`config.mk`:
```
export PLATFORM = sky130hd
export DESIGN_NAME = gshare_btb_pred
export DESIGN_NICKNAME = d
export VERILOG_FILES = /design/src/rtl/gshare_btb_pred.sv
export SDC_FILE = /design/constraint.sdc
export NUM_CORES = 2
export LEC_CHECK = 0
export ABC_CLOCK_PERIOD_IN_PS = 23200
export CELL_PAD_IN_SITES_DETAIL_PLACEMENT = 1
export CELL_PAD_IN_SITES_GLOBAL_PLACEMENT = 2
export CORE_MARGIN = 2
export CORE_UTILIZATION = 40
export CTS_CLUSTER_SIZE = 14
export DETAILED_ROUTE_END_ITERATION = 7
export PLACE_DENSITY_LB_ADDON = 0.25
export SYNTH_ARGS = -nofsm -noshare
export SYNTH_HDL_FRONTEND = slang
export SYNTH_SLANG_ARGS = --single-unit
```
`constraint.sdc`:
```
create_clock -name clk -period 23.2 [get_ports clk]
set_clock_uncertainty 0.05 [all_clocks]
set_input_delay 5.8 -clock clk [delete_from_list [all_inputs] [get_ports clk]]
set_output_delay 5.8 -clock clk [all_outputs]
set_load 0.01 [all_outputs]
```
`src/rtl/gshare_btb_pred.sv`:
```
// gshare_btb_pred: gshare direction predictor (2-bit counters indexed by
// pc XOR global history) plus a fully-associative, round-robin-replaced BTB.
// Lookup results are registered; updates come from the resolve stage.
// Optional feature macro: GSHARE_BYPASS_EN -- forwards a same-cycle update
// into the lookup (counter on index match, target on PC match).
module gshare_btb_pred #(
  parameter int PCSIZE      = 16,
  parameter int BHT_IDX     = 8,
  parameter int GHR_LEN     = 8,
  parameter int BTB_ENTRIES = 16
) (
  input  logic              clk,
  input  logic              rst,
  input  logic              lookup_valid,
  input  logic [PCSIZE-1:0] lookup_pc,
  output logic              pred_valid,
  output logic              pred_taken,
  output logic              pred_hit,
  output logic [PCSIZE-1:0] pred_target,
  input  logic              upd_valid,
  input  logic [PCSIZE-1:0] upd_pc,
  input  logic              upd_taken,
  input  logic [PCSIZE-1:0] upd_target
);
  localparam int BHT_N = 1 << BHT_IDX;
  localparam int PTR_W = $clog2(BTB_ENTRIES);

  logic [1:0]             cnt     [BHT_N];
  logic [GHR_LEN-1:0]     ghr;
  logic [BTB_ENTRIES-1:0] btb_vld;
  logic [PCSIZE-1:0]      btb_tag [BTB_ENTRIES];
  logic [PCSIZE-1:0]      btb_tgt [BTB_ENTRIES];
  logic [PTR_W-1:0]       ptr;

  // Lookup and update hash with the same (pre-update) history.
  logic [BHT_IDX-1:0] ghr_ext, lk_idx, up_idx;
  assign ghr_ext = BHT_IDX'(ghr);
  assign lk_idx  = lookup_pc[BHT_IDX+1:2] ^ ghr_ext;
  assign up_idx  = upd_pc[BHT_IDX+1:2] ^ ghr_ext;

  logic [1:0] up_cnt, up_cnt_nxt;
  assign up_cnt = cnt[up_idx];

  // Saturating next value of the counter touched by the update.
  always_comb begin
    up_cnt_nxt = up_cnt;
    if (upd_taken) begin
      if (up_cnt != 2'd3) up_cnt_nxt = up_cnt + 2'd1;
    end else begin
      if (up_cnt != 2'd0) up_cnt_nxt = up_cnt - 2'd1;
    end
  end

  // CAM search for both ports. Allocation happens only on a miss, so at most
  // one way matches and OR-ing the targets yields the hit target (0 on miss).
  logic              lk_hit, up_hit;
  logic [PCSIZE-1:0] lk_tgt;
  logic [PTR_W-1:0]  up_way;
  always_comb begin
    lk_hit = 1'b0;
    lk_tgt = '0;
    up_hit = 1'b0;
    up_way = '0;
    for (int i = 0; i < BTB_ENTRIES; i++) begin
      if (btb_vld[i] && (btb_tag[i] == lookup_pc)) begin
        lk_hit = 1'b1;
        lk_tgt = lk_tgt | btb_tgt[i];
      end
      if (btb_vld[i] && (btb_tag[i] == upd_pc)) begin
        up_hit = 1'b1;
        up_way = PTR_W'(i);
      end
    end
  end

  // Final lookup view; optionally sees the update landing this cycle.
  logic [1:0]        lk_cnt;
  logic              lk_hit_f;
  logic [PCSIZE-1:0] lk_tgt_f;
  always_comb begin
    lk_cnt   = cnt[lk_idx];
    lk_hit_f = lk_hit;
    lk_tgt_f = lk_tgt;
`ifdef GSHARE_BYPASS_EN
    if (upd_valid && (up_idx == lk_idx)) lk_cnt = up_cnt_nxt;
    if (upd_valid && upd_taken && (upd_pc == lookup_pc)) begin
      lk_hit_f = 1'b1;
      lk_tgt_f = upd_target;
    end
`endif
  end

  // Registered prediction; payload holds when no lookup is presented.
  always_ff @(posedge clk or posedge rst) begin
    if (rst) begin
      pred_valid  <= 1'b0;
      pred_taken  <= 1'b0;
      pred_hit    <= 1'b0;
      pred_target <= '0;
    end else begin
      pred_valid <= lookup_valid;
      if (lookup_valid) begin
        pred_taken  <= lk_hit_f && lk_cnt[1];
        pred_hit    <= lk_hit_f;
        pred_target <= lk_hit_f ? lk_tgt_f : '0;
      end
    end
  end

  // Pattern table and global history train on every resolved branch.
  always_ff @(posedge clk or posedge rst) begin
    if (rst) begin
      for (int i = 0; i < BHT_N; i++) cnt[i] <= 2'b01;
      ghr <= '0;
    end else if (upd_valid) begin
      cnt[up_idx] <= up_cnt_nxt;
      ghr         <= GHR_LEN'({ghr, upd_taken});
    end
  end

  // BTB control: valid bits and round-robin pointer (wraps naturally, depth is 2^n).
  always_ff @(posedge clk or posedge rst) begin
    if (rst) begin
      btb_vld <= '0;
      ptr     <= '0;
    end else if (upd_valid && upd_taken && !up_hit) begin
      btb_vld[ptr] <= 1'b1;
      ptr          <= ptr + PTR_W'(1);
    end
  end

  // BTB payload: in-place retarget on hit, fill at pointer on miss.
  always_ff @(posedge clk) begin
    if (!rst && upd_valid && upd_taken) begin
      if (up_hit) begin
        btb_tgt[up_way] <= upd_target;
      end else begin
        btb_tag[ptr] <= upd_pc;
        btb_tgt[ptr] <= upd_target;
      end
    end
  end

endmodule

```
==> impl_metrics.env <==
export IMPL_min_from="cnt[402]"
export IMPL_synth_seq_cells=1071
export IMPL_postRouteAntennaNets=0
export IMPL_clock_latency_late_sink_ns=0.78
export IMPL_tightestPinTransition_ns=1.290
export IMPL_postSynth_topFlopCell="sky130_fd_sc_hd__edfxtp_1"
export IMPL_tns_ns=0
export IMPL_fin_crit_sh=0.4952
export IMPL_drc=0
export IMPL_synth_lib_cells_used_distinct=78
export IMPL_critical_path_max_fanout=66
export IMPL_final_common_cell="sky130_fd_sc_hd__nand2_1"
export IMPL_post_layout_total_power_uw=5853
export IMPL_cts_reportedPaths_clkPinSlew_ns=0.06
export IMPL_die_area_um2=130200
export IMPL_synth_area_per_cell_um2=11.69
export IMPL_clock_tree_htree_level_count=3
export IMPL_final_util=0.4607
export IMPL_startpoint_type="primary input"
export IMPL_min_delay_path_class="flop to flop"
export IMPL_setup_violations_final=0
export IMPL_grt_remaining_overflow=0
export IMPL_syn_inst=4357
export IMPL_synth_edff_count=512
export IMPL_worst_endpoint_required_ns=23.80
export IMPL_initialDrtViolationCount=2869
export IMPL_grt_total_usage=0.2789
export IMPL_power_per_cell_area_nw_per_um2=100.8
export IMPL_drt_wirelength_per_cell_um=29.18
export IMPL_firstDrtPassIters=8
export IMPL_ff2ff_path_depth=13
export IMPL_wl_um=181000
export IMPL_nNetsFinal=4505
export IMPL_worstHoldPathCells=2
export IMPL_hold_path_end="cnt[402]"
export IMPL_global_route_wire_length_before_repair_um=268200
export IMPL_postCtsSetupRepairBufs=0
export IMPL_finalWorstPathRequiredPeriod_ns=11.49
export IMPL_numClockSinks=1071
export IMPL_via_per_inst=5.839
export IMPL_timing_hold_violations_final=0
export IMPL_cts_tree="built"
export IMPL_area_growth_synth_to_final_pct=14.03
export IMPL_netlist_area_um2=50930
export IMPL_hold_buf_count_cts=0
export IMPL_gpl_final_weighted_congestion=0.8425
export IMPL_end_kind="flop"
export IMPL_irDropWorstVdd_v=0.00008004
export IMPL_worstSetupPathType="primary input to flop"
export IMPL_maximum_number_of_pins_on_one_net_before_global_route_repair=163
export IMPL_floorplan_io_pins=72
export IMPL_place_detailed_hpwl_um=108200
export IMPL_run_status="complete, no violations"
export IMPL_row_count=130
export IMPL_cap_violations=0
export IMPL_floorplan_die_height_um=360.8
export IMPL_total_vias_in_the_final_route=36230
export IMPL_slew_headroom=0.1367
export IMPL_worstPathArrival_ns=12.09
export IMPL_beginning_of_the_worst_register_to_register_path="ghr[0]"
export IMPL_post_cts_sizing=0
export IMPL_power_leakage_uw=0.02014
export IMPL_layout_common_cells="sky130_fd_sc_hd__nand2_1 (930), sky130_fd_sc_hd__o21ai_0 (519), sky130_fd_sc_hd__edfxtp_1 (512)"
export IMPL_final_fill_count=13210
export IMPL_clockBufferDepth=3
export IMPL_postSynthNetCount=4414
export IMPL_setup_repair_after_global_routing_missed_its_margin="false"
export IMPL_root_buffer="sky130_fd_sc_hd__clkbuf_16"
export IMPL_ys_warns=0
export IMPL_asyncSetResetFlopFracSynth=0.5219
export IMPL_grt_antenna_before_repair=3
export IMPL_port_buffers=71
export IMPL_reg2reg_slack_ns=16.27
export IMPL_share_of_final_layout_standard_cells_stronger_than_drive_strength_1=0.1978
export IMPL_core_um2=126100
export IMPL_synth_seq_area_share=0.5829
export IMPL_initial_core_util=0.4040
export IMPL_cts_made_buffers=119
export IMPL_fmax_mhz=87.04
export IMPL_grt_pass1_vias=38130
export IMPL_regToRegEndpoint="cnt[356]"
export IMPL_dieWidth_um=360.8
export IMPL_report_final_slew_viol_count=0
-- registers in the layout, indices dropped and copies added (netlist names) --
| signal | cells |
|---|---|
| pred_hit | 1 |
| ptr | 4 |
| pred_valid | 1 |
| ghr | 8 |
| pred_target | 16 |
| btb_tag | 256 |
| pred_taken | 1 |
| cnt | 512 |
| btb_tgt | 256 |
| btb_vld | 16 |
-- stage by stage --
step / hold WS, ns / setup WS (ns) / std cells / cell area, µm²
after global routing: 0.4351 / 11.51 / 6205 / 58070
after detailed placement: 0.4142 / 11.00 / 5977 / 53870
after floorplan: 0.4027 / 2.052 / 4357 / 50930
after global placement: 0.4084 / 11.14 / 5977 / 53870
final: 0.4196 / 11.71 / 6205 / 58070
after CTS: 0.4228 / 11.80 / 6204 / 58070
-- worst max path at each step --
stage	startpoint	endpoint	slack (ns)	cells after the start
detailed placement	upd_pc[2]	cnt[84]	11.00	14
floorplan	rst	btb_vld[0]	2.05	1
global route	upd_pc[2]	cnt[86]	11.51	14
finish	upd_pc[2]	cnt[356]	11.71	14
global placement	upd_pc[2]	cnt[376]	11.14	14
CTS	upd_pc[2]	cnt[356]	11.80	14
-- cells by family after synthesis --
family                     Yosys count  synth area share
and+or+nand+nor                   1341            0.1100
DFF                               1071            0.5829
AOI/OAI and AO/OA                  924            0.1130
xor gates and xnor gates           540           0.09375
buffers and inverters              280           0.02678
muxes                              196           0.07240
adders and majority gates            5          0.001204
-- cell usage after synthesis, types with 20 or more instances --
master,n,area share
sky130_fd_sc_hd__dfrtp_1,303,0.15
sky130_fd_sc_hd__clkbuf_1,127,0.0094
sky130_fd_sc_hd__xnor2_1,350,0.060
sky130_fd_sc_hd__buf_2,50,0.0049
sky130_fd_sc_hd__a31oi_1,20,0.0025
sky130_fd_sc_hd__edfxtp_1,512,0.30
sky130_fd_sc_hd__buf_1,22,0.0016
sky130_fd_sc_hd__clkbuf_2,25,0.0025
sky130_fd_sc_hd__nor4_1,75,0.0092
sky130_fd_sc_hd__o22ai_1,29,0.0036
sky130_fd_sc_hd__nor2_1,132,0.0097
sky130_fd_sc_hd__a22o_1,69,0.012
sky130_fd_sc_hd__nand4_1,71,0.0087
sky130_fd_sc_hd__a221oi_1,67,0.012
sky130_fd_sc_hd__nand3_1,80,0.0079
sky130_fd_sc_hd__o21ai_0,519,0.051
sky130_fd_sc_hd__a21oi_1,64,0.0063
sky130_fd_sc_hd__dfstp_2,256,0.13
sky130_fd_sc_hd__xor2_1,187,0.032
sky130_fd_sc_hd__mux2i_1,35,0.0069
sky130_fd_sc_hd__mux4_2,126,0.056
sky130_fd_sc_hd__nand2_1,932,0.069
sky130_fd_sc_hd__inv_1,27,0.0020
sky130_fd_sc_hd__mux2_2,28,0.0062
sky130_fd_sc_hd__nor3_1,30,0.0029
sky130_fd_sc_hd__o21ai_2,40,0.0069
-- power breakdown --
group          internal, µW  total (µW)  switching, µW
clock                  1160        1990            835
combinational           374        1300            926
sequential             2360        2560            196
-- per-layer routing --
| metal | share of wire | track usage | vias up |
|---|---|---|---|
| met3 | 0.053 | 0.03873 | 305 |
| met5 | 0 | 0 | - |
| met2 | 0.48 | 0.4673 | 1073 |
| met4 | 0.036 | 0.09574 | 0 |
| li1 | - | - | 15940 |
| met1 | 0.43 | 0.3717 | 18910 |
-- final cells by class --
class / count / area, µm² / share of cell area
clock inverter: 40 / 494.2 / 0.008511
multi-input combinational: 3006 / 20240 / 0.3485
antenna: 1 / 2.502 / 0.00004309
timing repair buffer: 223 / 1769 / 0.03047
sequential: 1071 / 29680 / 0.5112
inverter: 27 / 108.9 / 0.001874
tap: 1650 / 2064 / 0.03555
clock buffer: 187 / 3710 / 0.06388
-- critical path: stages --
cell and delay [ns]:
sky130_fd_sc_hd__buf_2 0.19, sky130_fd_sc_hd__xor2_4 0.57, sky130_fd_sc_hd__buf_4 0.73, sky130_fd_sc_hd__buf_4 0.60
sky130_fd_sc_hd__nand2_1 0.47, sky130_fd_sc_hd__o32a_1 0.48, sky130_fd_sc_hd__o2111a_1 0.12, sky130_fd_sc_hd__a31oi_1 0.21
sky130_fd_sc_hd__nor4_1 0.10, sky130_fd_sc_hd__o2111ai_1 0.33, sky130_fd_sc_hd__maj3_4 0.74, sky130_fd_sc_hd__buf_4 0.70
sky130_fd_sc_hd__buf_4 0.66, sky130_fd_sc_hd__o21ai_0 0.22
Power figures use the tool's default switching activity.
